### src/rtl/demon_tick_arbiter.sv
// Tick-paced round-robin arbiter: 4 requesters share one unit; new grants are issued only on prescaler ticks.
// Optional grant timeout compiled in with `define DEMON_TICK_ARBITER_TIMEOUT_EN.
module demon_tick_arbiter #(
  parameter int unsigned MAX_COUNT  = 10_000_000,
  parameter int unsigned HOLD_TICKS = 4
) (
  input  logic       clk,
  input  logic       reset,
  input  logic [3:0] req,
  output logic [3:0] grant,
  output logic       grant_valid,
  output logic [1:0] grant_id,
  output logic       tick,
  output logic       timeout
);

  localparam int unsigned CW = (MAX_COUNT > 1) ? $clog2(MAX_COUNT) : 1;
  localparam logic [CW-1:0] CNT_LAST = CW'(MAX_COUNT - 1);

  typedef enum logic {IDLE, GRANTED} state_t;

  logic [CW-1:0] cnt_q, cnt_d;
  state_t        state_q;
  logic [3:0]    grant_q;
  logic          grant_valid_q;
  logic [1:0]    grant_id_q;
  logic [1:0]    rr_ptr_q;

  logic [1:0]    cand_idx [4];
  logic          sel_found;
  logic [1:0]    sel_idx;

  // Free-running prescaler, independent of arbitration state.
  always_comb begin
    cnt_d = cnt_q + 1'b1;
    if (cnt_q == CNT_LAST) begin
      cnt_d = '0;
    end
  end

  always_ff @(posedge clk) begin
    if (reset) begin
      cnt_q <= '0;
    end else begin
      cnt_q <= cnt_d;
    end
  end

  assign tick = (cnt_q == CNT_LAST);

  for (genvar gi = 0; gi < 4; gi++) begin : g_cand
    assign cand_idx[gi] = rr_ptr_q + 2'(gi);
  end

  // Walk candidates from farthest to nearest so the nearest set bit wins.
  always_comb begin
    sel_found = 1'b0;
    sel_idx   = '0;
    for (int i = 3; i >= 0; i--) begin
      if (req[cand_idx[i]]) begin
        sel_found = 1'b1;
        sel_idx   = cand_idx[i];
      end
    end
  end

`ifdef DEMON_TICK_ARBITER_TIMEOUT_EN
  localparam logic [7:0] HOLD_LAST = 8'(HOLD_TICKS - 1);
  logic [7:0] hold_q;
  logic       timeout_q;
`endif

  always_ff @(posedge clk) begin
    if (reset) begin
      state_q       <= IDLE;
      grant_q       <= '0;
      grant_valid_q <= 1'b0;
      grant_id_q    <= '0;
      rr_ptr_q      <= '0;
`ifdef DEMON_TICK_ARBITER_TIMEOUT_EN
      hold_q        <= '0;
      timeout_q     <= 1'b0;
`endif
    end else begin
`ifdef DEMON_TICK_ARBITER_TIMEOUT_EN
      timeout_q <= 1'b0;
`endif
      case (state_q)
        IDLE: begin
          if (tick && sel_found) begin
            state_q       <= GRANTED;
            grant_q       <= 4'b0001 << sel_idx;
            grant_valid_q <= 1'b1;
            grant_id_q    <= sel_idx;
            rr_ptr_q      <= sel_idx + 2'd1;
`ifdef DEMON_TICK_ARBITER_TIMEOUT_EN
            hold_q        <= '0;
`endif
          end
        end
        GRANTED: begin
          // Release takes priority over a coincident timeout tick.
          if (!req[grant_id_q]) begin
            state_q       <= IDLE;
            grant_q       <= '0;
            grant_valid_q <= 1'b0;
            grant_id_q    <= '0;
`ifdef DEMON_TICK_ARBITER_TIMEOUT_EN
          end else if (tick) begin
            if (hold_q == HOLD_LAST) begin
              state_q       <= IDLE;
              grant_q       <= '0;
              grant_valid_q <= 1'b0;
              grant_id_q    <= '0;
              timeout_q     <= 1'b1;
            end else begin
              hold_q <= hold_q + 8'd1;
            end
`endif
          end
        end
        default: begin
          state_q <= IDLE;
        end
      endcase
    end
  end

  assign grant       = grant_q;
  assign grant_valid = grant_valid_q;
  assign grant_id    = grant_id_q;

`ifdef DEMON_TICK_ARBITER_TIMEOUT_EN
  assign timeout = timeout_q;
`else
  assign timeout = 1'b0;
`endif

endmodule

### config.mk
export PLATFORM = sky130hd
export DESIGN_NAME = demon_tick_arbiter
export DESIGN_NICKNAME = d
export VERILOG_FILES = /design/src/rtl/demon_tick_arbiter.sv
export SDC_FILE = /design/constraint.sdc
export NUM_CORES = 1
export LEC_CHECK = 0
export ABC_AREA = 0
export BUFFER_PORTS_ARGS = -buffer_cell sky130_fd_sc_hd__buf_2
export CORE_AREA = 2 2 79 66
export DETAILED_ROUTE_END_ITERATION = 16
export DIE_AREA = 0 0 81 68
export SLEW_MARGIN = 20
export SYNTH_ARGS = -nofsm -noshare
export SYNTH_HDL_FRONTEND = slang
export SYNTH_SLANG_ARGS = --single-unit
### constraint.sdc
create_clock -name clk -period 1.7 [get_ports clk]
set_clock_uncertainty 0.05 [all_clocks]
set_input_delay 0.34 -clock clk [delete_from_list [all_inputs] [get_ports clk]]
set_output_delay 0.34 -clock clk [all_outputs]
set_load 0.02 [all_outputs]
==> results.json, run 1 <==
{
  "drtAntennaViolNets": 0,
  "worst-path-max-fanout": 2,
  "n_antenna_cell": 0,
  "seq_area_frac_synth_pct": 42.8,
  "via_count": 1315,
  "critPathLaunch": "cnt_q[18]",
  "yosysWarnings": 0,
  "vias_per_cell": 4.70,
  "setup_tns_ns": -0.710,
  "fp.dieW_um": 81,
  "cp_data_arrival_time_ns": 1.44,
  "cts_tree": "yes",
  "antenna_found_initial": 0,
  "cp.required_ns": 1.31,
  "start_util_pct": 33.3,
  "p_per_area_nw_per_um2": 720,
  "route.met2.wl_um": 1430,
  "grt_setup_unrepaired": "yes",
  "finalHoldViolations": 0,
  "drtPass1Iterations": 4,
  "synth_edf_count": 0,
  "grt_pass1_wl_um": 5260,
  "drv_cap": 0,
  "wl_met1_um": 1680,
  "globalRouteTotalUtil_pct": 12.6,
  "violations": "negative setup slack",
  "path_class": "reg -> out",
  "cts_buffers": 5,
  "drc": 0,
  "finalCritPeriodShare_pct": 108,
  "root_buffer": "clkbuf_8",
  "end_kind": "output pin",
  "dieArea_um2": 5510,
  "numClockSinks": 34,
  "synth-main-ff-cell": "dfxtp_1",
  "status": "finished with violations",
  "ir_drop_v": 0.000498,
  "nNetsFinal": 224,
  "drive_above_1_share_pct": 31.7,
  "finalSetupViolCount": 27,
  "synthArstFlopShare_pct": 0,
  "reg2reg_from": "cnt_q[18]",
  "post-place-ws_ns": 0.0393,
  "routed.top_layer": "met4",
  "wl_per_cell_um": 11.7,
  "cts.htree.levels": 2,
  "fin_crit_ns": 1.83,
  "coreArea_um2": 4780,
  "leakage_uw": 0.000819,
  "yosysUniqueCellTypes": 36,
  "syn_nets": 184,
  "fmax_ghz": 0.547,
  "place_hpwl_um": 2150,
  "grt_max_degree": 25,
  "syn_area_um2": 1590,
  "globalplace.congestion": 0.755,
  "worstSkewPairLatency_ns": 0.29,
  "drt_iter0_markers": 51,
  "hold_class": "in -> reg",
  "slew_violations": 0,
  "ioPinCount": 15,
  "grt_overflow": 0,
  "area_delta_synth_final_pct": 32.1,
  "die_h_um": 68,
  "start_kind": "register",
  "num_rows": 23,
  "avgSynthCellArea_um2": 8.98,
  "syn_inst": 177,
  "dr_wl_met3_um": 130,
  "io_buffer_count": 13,
  "synth_top_area_share_pct": 42.8,
  "first_global_vias": 1202,
  "clk_pin_slew_ns": 0.07,
  "synth-seq-cells": 34,
  "hold_start": "reset",
  "yosys.area.top_type": "dfxtp_1",
  "setup_slack_ns": -0.129,
  "ys_top_cells_by_area": "dfxtp_1 43%, xor2_1 9.4%, nor2_1 6.8%",
  "ctsHoldBuffers": 0,
  "wl_um": 3280,
  "ctsLongestPathBuffers": 2
}
==> state kept, by name (all words and copies together), names as in the netlist <==
register / flops
cnt_q: 24
grant: 4
grant_id: 2
grant_valid: 1
rr_ptr_q: 2
state_q: 1
==> synthesized netlist by cell type (all sizes together), types with 2 or more instances <==
master	n
nor4	5
or3b	2
and2	2
nor3	2
clkbuf	2
nand4	5
nor2	29
and4	2
nand3	19
nand2	10
a21oi	13
xnor2	6
a311oi	2
and3	5
nand2b	3
xor2	17
dfxtp	34
buf	6
inv	3
==> logic make-up after synthesis <==
| logic type | after synthesis | synth area share [%] |
|---|---|---|
| multiplexers | 2 | 2.05 |
| adder cells (fa/ha/maj) | 1 | 0.787 |
| AO/OA/AOI/OAI | 17 | 6.53 |
| XOR/XNOR | 23 | 12.7 |
| other | 1 | 0.236 |
| flip-flops | 34 | 42.8 |
| AND/OR/NAND/NOR | 88 | 31.0 |
| buffers and inverters | 11 | 3.93 |
==> per-layer routing <==
layer  GRT usage [%]  vias up
met3            4.09        5
li1                -      693
met2            18.7       19
met5               0        -
met1            16.6      598
met4            5.72        0
==> stage by stage <==
stage	hold slack [ns]	instances	cell area (um^2)	total power, uW	utilization (%)
after detailed placement	0.415	263	1840	898	38.5
final	0.304	280	2100	1510	44.0
after floorplan	0.364	177	1610	874	-
after CTS	0.299	275	2000	1520	41.8
after global placement	0.391	263	1840	899	38.5
after global routing	0.324	280	2100	1580	44.0
==> report_power, final <==
group          internal [uW]  leakage, uW  switching, uW
logic                   43.4     0.000495           46.1
registers                803     0.000276           6.93
clock network            326    0.0000482            286
total                   1170     0.000819            339
==> final cells by class <==
type                    count  area [um^2]
clock inverters             1         5.00
well taps                  62         77.6
multi-input cells         132          912
inverters                   3         11.3
clock buffers               7         86.3
fillers                   476         2680
repair buffers             41          323
flip-flops and latches     34          686
==> cells in the final DEF, fill, tap and decap left out, drive strengths merged <==
master  synthesis  final
nor3            2      2
or2             1      1
conb            1      1
or3             1      1
o21ai           1      1
ha              1      1
xnor2           6      6
nand2b          3      3
nor2           29     29
clkbuf          2      8
and4            2      2
nand4b          1      1
nand4           5      5
mux4            1      1
dfxtp          34     34
mux2i           1      1
inv             3      3
buf             6     40
a21oi          13     13
clkinv          0      1
nor4bb          1      1
nand2          10     10
nand3          19     19
a311oi          2      2
and2            2      2
nor4            5      5
o2bb2a          1      1
or3b            2      2
xor2           17     17
and3            5      5
==> worst max-delay path, stage by stage, from the launching register on <==
cell and delay, ns:
dfxtp_2 0.32, nand4b_1 0.22, nor4_4 0.31, and2_4 0.20, buf_6 0.11
==> final timing paths <==
| check | slack (ns) | to | depth (start not counted) |
|---|---|---|---|
| min | 0.30 | grant[2] | 2 |
| min reg2reg | 0.41 | grant_valid | 2 |
| max reg2reg | -0.04 | cnt_q[18] | 8 |
| max | -0.13 | tick | 4 |
==> repair_timing <==
action | 4_1_cts | 5_1_grt
gates cloned | 0 | 2
gates resized for setup | 8 | 11
pin swaps | 14 | 10
setup buffers | 4 | 4
endpoints found under the setup margin | 1 | 33
Note: power is estimated with default switching activity, not from simulation.
==> inputs of run 2 (changes only) <==
--- a/config.mk
+++ b/config.mk
@@ -9,5 +9,9 @@
 export BUFFER_PORTS_ARGS = -buffer_cell sky130_fd_sc_hd__buf_2
-export CORE_AREA = 2 2 79 66
+export CELL_PAD_IN_SITES_DETAIL_PLACEMENT = 2
+export CELL_PAD_IN_SITES_GLOBAL_PLACEMENT = 2
+export CORE_AREA = 2 2 82 69
 export DETAILED_ROUTE_END_ITERATION = 16
-export DIE_AREA = 0 0 81 68
+export DIE_AREA = 0 0 84 71
+export PLACE_DENSITY_LB_ADDON = 0.1
+export SKIP_CTS_REPAIR_TIMING = 1
 export SLEW_MARGIN = 20
==> constraint.sdc (replaced) <==
create_clock -name clk -period 1.7 [get_ports clk]
set_clock_uncertainty 0.05 [all_clocks]
set_input_delay 0.17 -clock clk [delete_from_list [all_inputs] [get_ports clk]]
set_output_delay 0.17 -clock clk [all_outputs]
set_load 0.02 [all_outputs]
==> results.json, run 2 (synthesis gave the netlist of run 1 again) <==
{
  "status": "finished with violations",
  "violations": "negative setup slack",
  "most-common-layout-cells": "29 x nor2_1, 26 x dfxtp_1, 23 x buf_4",
  "ctsLongestPathBuffers": 2,
  "path_delay_family": "simple AND/OR/NAND/NOR gates",
  "drtAntennaViolNets": 0,
  "slowest_stage": "dfxtp_4",
  "antenna_found_initial": 0,
  "ioPinCount": 15,
  "wl_um": 5060,
  "cts_buffers": 5,
  "multi_input_area_um2": 981,
  "max_flop_register": "cnt_q",
  "drtPass1Iterations": 4,
  "finalSetupViolCount": 12,
  "grt_use_met2_pct": 28.2,
  "cp.required_ns": 1.48,
  "fmax_ghz": 0.542,
  "start_util_pct": 30.6,
  "fp.dieW_um": 84,
  "crit_path_frequent_cell": "buf_6",
  "use_met3_pct": 4.90,
  "total_power_uw": 1540,
  "utilization_pct": 42.4,
  "seq_area_um2": 698,
  "fillCellCount": 574,
  "fin_area_um2": 2200,
  "p_sw_share_pct": 24.2,
  "grt_overflow": 0,
  "drt_iter0_markers": 35,
  "crit_buf_inv": 2,
  "slew-limit-headroom_pct": 57.3,
  "finalCritPeriodShare_pct": 109,
  "clk_pin_slew_ns": 0.08,
  "cts.htree.levels": 2,
  "cp_data_arrival_time_ns": 1.62,
  "area_delta_synth_final_pct": 38.4,
  "slew_violations": 0,
  "p_per_area_nw_per_um2": 700,
  "grt_setup_unrepaired": "yes",
  "mostFrequentLayoutCell": "nor2_1",
  "drv_cap": 0,
  "root_buffer": "clkbuf_8",
  "leakage_uw": 0.000838,
  "io_buffer_count": 13,
  "post-place-ws_ns": -0.00254,
  "crit_chain": "ha_4, nand3_4, nor4_4, and2_4, buf_6, buf_6",
  "worstMarginPinSlew_ns": 0.638,
  "num_rows": 24,
  "end_kind": "output pin",
  "grt_util_met1_pct": 19.7,
  "hold_class": "in -> reg",
  "wl_per_cell_um": 17.8,
  "vias_per_cell": 5.08,
  "grt_pass1_wl_um": 7620,
  "p_sw_uw": 373,
  "path_class": "reg -> out",
  "ir_drop_v": 0.000335,
  "worstSkewPairLatency_ns": 0.29,
  "p_seq_share_pct": 52.4,
  "setup_slack_ns": -0.145,
  "coreArea_um2": 5190,
  "numClockSinks": 34,
  "globalplace.congestion": 0.728,
  "finalHoldViolations": 0,
  "first_global_vias": 1548,
  "drc": 0,
  "largest_reg_flops": 24,
  "place_hpwl_um": 3260,
  "top_usage_layer": "met2",
  "nNetsFinal": 225,
  "worst-path-max-fanout": 4,
  "drive_above_1_share_pct": 40.6,
  "grt_max_degree": 25,
  "clock_power_share_pct": 41.5,
  "hold_ws_ns": 0.162,
  "via_count": 1442,
  "dpl_cell_area_um2": 1840,
  "internal-power_uw": 1170,
  "die_h_um": 71,
  "comb_power_share_pct": 6.1,
  "start_kind": "register",
  "fin_crit_ns": 1.84,
  "dieArea_um2": 5960,
  "cts_tree": "yes",
  "n_antenna_cell": 0,
  "globalRouteTotalUtil_pct": 16.2,
  "cpPeakStageDelay_ns": 0.37
}
-- run 2: changes by cell type in the layout (fill, tap and decap cells not counted), sizes merged --
cell / before / now
buf: 40 / 41
-- run 2: power groups by stage --
| stage | clock (uW) | combinational, uW | sequential [uW] |
|---|---|---|---|
| 6_report | 639 | 94.1 | 808 |
| 5_1_grt | 710 | 104 | 809 |
| 4_1_cts | 658 | 73.8 | 809 |
| 3_5_place_dp | 0 | 73.4 | 828 |
| 3_3_place_gp | 0 | 68.9 | 827 |
| 2_1_floorplan | 0 | 46.8 | 827 |
-- run 2: final timing paths --
| path | slack, ns | end | cells after the start | from |
|---|---|---|---|---|
| max | -0.14 | tick | 6 | cnt_q[0] |
| min | 0.16 | grant[2] | 2 | reset |
| max reg2reg | -0.13 | grant[1] | 7 | cnt_q[0] |
| min reg2reg | 0.41 | cnt_q[0] | 1 | cnt_q[0] |
-- run 2: layout make-up --
type	instances	share of cell area, %
clock inverters	1	0.227
flip-flops and latches	34	31.7
well taps	65	3.70
inverters	3	0.512
repair buffers	42	15.3
multi-input cells	132	44.6
clock buffers	7	3.92
-- run 2: worst reg2reg max path, cell delays in order (launching register included) --
cell and delay, ns:
dfxtp_4 0.37, ha_4 0.15, nand3_4 0.09, nor4_4 0.31, buf_4 0.17, nand3_4 0.09
or3b_4 0.41, a21oi_2 0.13
-- run 2: metrics by stage --
| step | TNS [ns] | instances |
|---|---|---|
| after floorplan | 0 | 177 |
| after global placement | 0 | 265 |
| after detailed placement | -0.00254 | 265 |
| after CTS | -0.331 | 273 |
| after global routing | -2.59 | 284 |
| final | -1.15 | 284 |
-- run 2: metal layers --
| metal | wire [um] | part of all wire (%) |
|---|---|---|
| met3 | 109 | 2.2 |
| met4 | 70 | 1.4 |
| met1 | 2210 | 44 |
| met2 | 2670 | 53 |
| met5 | 0 | 0 |
==> inputs of run 3 (changes only) <==
==> constraint.sdc (replaced) <==
create_clock -name clk -period 1.7 [get_ports clk]
set_clock_uncertainty 0.05 [all_clocks]
set_input_delay 0.085 -clock clk [delete_from_list [all_inputs] [get_ports clk]]
set_output_delay 0.085 -clock clk [all_outputs]
set_load 0.02 [all_outputs]
==> results.json, run 3 (synthesis gave the netlist of run 1 again) <==
{
  "ctsLongestPathBuffers": 2,
  "use_met3_pct": 4.90,
  "worstMarginPinSlew_ns": 0.659,
  "n_antenna_cell": 0,
  "grt_overflow": 0,
  "num_rows": 24,
  "seq_area_um2": 697,
  "internal-power_uw": 1190,
  "post-place-ws_ns": -0.00254,
  "p_sw_uw": 393,
  "path_class": "reg -> out",
  "wl_per_cell_um": 19.3,
  "violations": "negative setup slack",
  "grt_use_met2_pct": 28.2,
  "hold_class": "in -> reg",
  "via_count": 1460,
  "drv_cap": 0,
  "drt_iter0_markers": 45,
  "slew-limit-headroom_pct": 55.9,
  "largest_reg_flops": 24,
  "slew_violations": 0,
  "reg2reg_from": "cnt_q[0]",
  "comb_power_share_pct": 8.4,
  "root_buffer": "clkbuf_8",
  "clk_pin_slew_ns": 0.07,
  "vias_per_cell": 5.07,
  "most-common-layout-cells": "27 x dfxtp_1, 26 x buf_4, 16 x nor2_4",
  "total_power_uw": 1580,
  "io_buffer_count": 13,
  "grt_setup_unrepaired": "yes",
  "area_delta_synth_final_pct": 49.5,
  "start_kind": "register",
  "wl_um": 5570,
  "hold_start": "reset",
  "top_usage_layer": "met2",
  "cp_data_arrival_time_ns": 1.72,
  "die_h_um": 71,
  "worstSkewPairLatency_ns": 0.29,
  "p_per_area_nw_per_um2": 664,
  "finalCritPeriodShare_pct": 109,
  "p_seq_share_pct": 51.2,
  "nNetsFinal": 229,
  "start_util_pct": 30.6,
  "multi_input_area_um2": 1110,
  "numClockSinks": 34,
  "finalHoldViolations": 0,
  "max_flop_register": "cnt_q",
  "ioPinCount": 15,
  "drtPass1Iterations": 4,
  "leakage_uw": 0.000865,
  "place_hpwl_um": 3260,
  "grt_max_degree": 25,
  "grt_util_met1_pct": 19.7,
  "fp.dieW_um": 84,
  "coreArea_um2": 5190,
  "cts.htree.levels": 2,
  "drtAntennaViolNets": 0,
  "worst-path-max-fanout": 5,
  "grt_pass1_wl_um": 7620,
  "globalplace.congestion": 0.728,
  "drc": 0,
  "critPathLaunch": "cnt_q[0]",
  "first_global_vias": 1548,
  "cts_buffers": 5,
  "drive_above_1_share_pct": 49.3,
  "end_kind": "output pin",
  "status": "finished with violations",
  "mostFrequentLayoutCell": "dfxtp_1",
  "p_sw_share_pct": 24.9,
  "cp.required_ns": 1.56,
  "ir_drop_v": 0.000336,
  "fin_crit_ns": 1.86,
  "clock_power_share_pct": 40.4,
  "cts_tree": "yes",
  "antenna_found_initial": 0,
  "fillCellCount": 560,
  "fmax_ghz": 0.539,
  "setup_slack_ns": -0.156,
  "finalSetupViolCount": 34,
  "globalRouteTotalUtil_pct": 16.2,
  "dieArea_um2": 5960
}
[run 3: path summary, 6_finish.rpt]
| path | endpoint | slack (ns) | cells after the start |
|---|---|---|---|
| max | tick | -0.16 | 6 |
| min | grant[2] | 0.08 | 2 |
| max reg2reg | grant[1] | -0.14 | 6 |
| min reg2reg | grant[3] | 0.43 | 2 |
[run 3: critical path: stages, from the launching register on]
cell and delay [ns]:
dfxtp_4 0.38, ha_4 0.16, nand3_4 0.11, nor4_4 0.35, and2_4 0.21, buf_6 0.11
buf_6 0.11
[run 3: power groups by stage]
| stage | combinational [uW] | clock (uW) | sequential [uW] |
|---|---|---|---|
| CTS | 73.8 | 658 | 809 |
| global route | 143 | 714 | 810 |
| detailed placement | 73.4 | 0 | 828 |
| global placement | 68.9 | 0 | 827 |
| floorplan | 46.8 | 0 | 827 |
| finish | 133 | 637 | 809 |
[run 3: metal layers]
layer  share of wire, %  wire length [um]  up-vias
met5                  0                 0        -
met4                2.0               112        0
met3                3.3               184       13
met2                 52              2900       23
met1                 43              2380      727
li1                   -                 -      697
[run 3: layout make-up]
type,count,share of cell area [%]
clock buffers,7,3.63
clock inverters,1,0.211
inverters,3,0.474
multi-input cells,132,46.5
flip-flops and latches,34,29.3
well taps,65,3.42
repair buffers,46,16.4
[run 3: stage by stage]
| step | util [%] | TNS (ns) | std cells | hold slack (ns) | instance area (um^2) |
|---|---|---|---|---|---|
| floorplan | - | 0 | 177 | 0.330 | 1610 |
| global placement | 35.4 | 0 | 265 | 0.356 | 1840 |
| detailed placement | 35.4 | -0.00254 | 265 | 0.373 | 1840 |
| CTS | 37.1 | -0.246 | 273 | 0.0586 | 1930 |
| global route | 45.8 | -6.08 | 288 | 0.0810 | 2380 |
| finish | 45.8 | -2.61 | 288 | 0.0831 | 2380 |
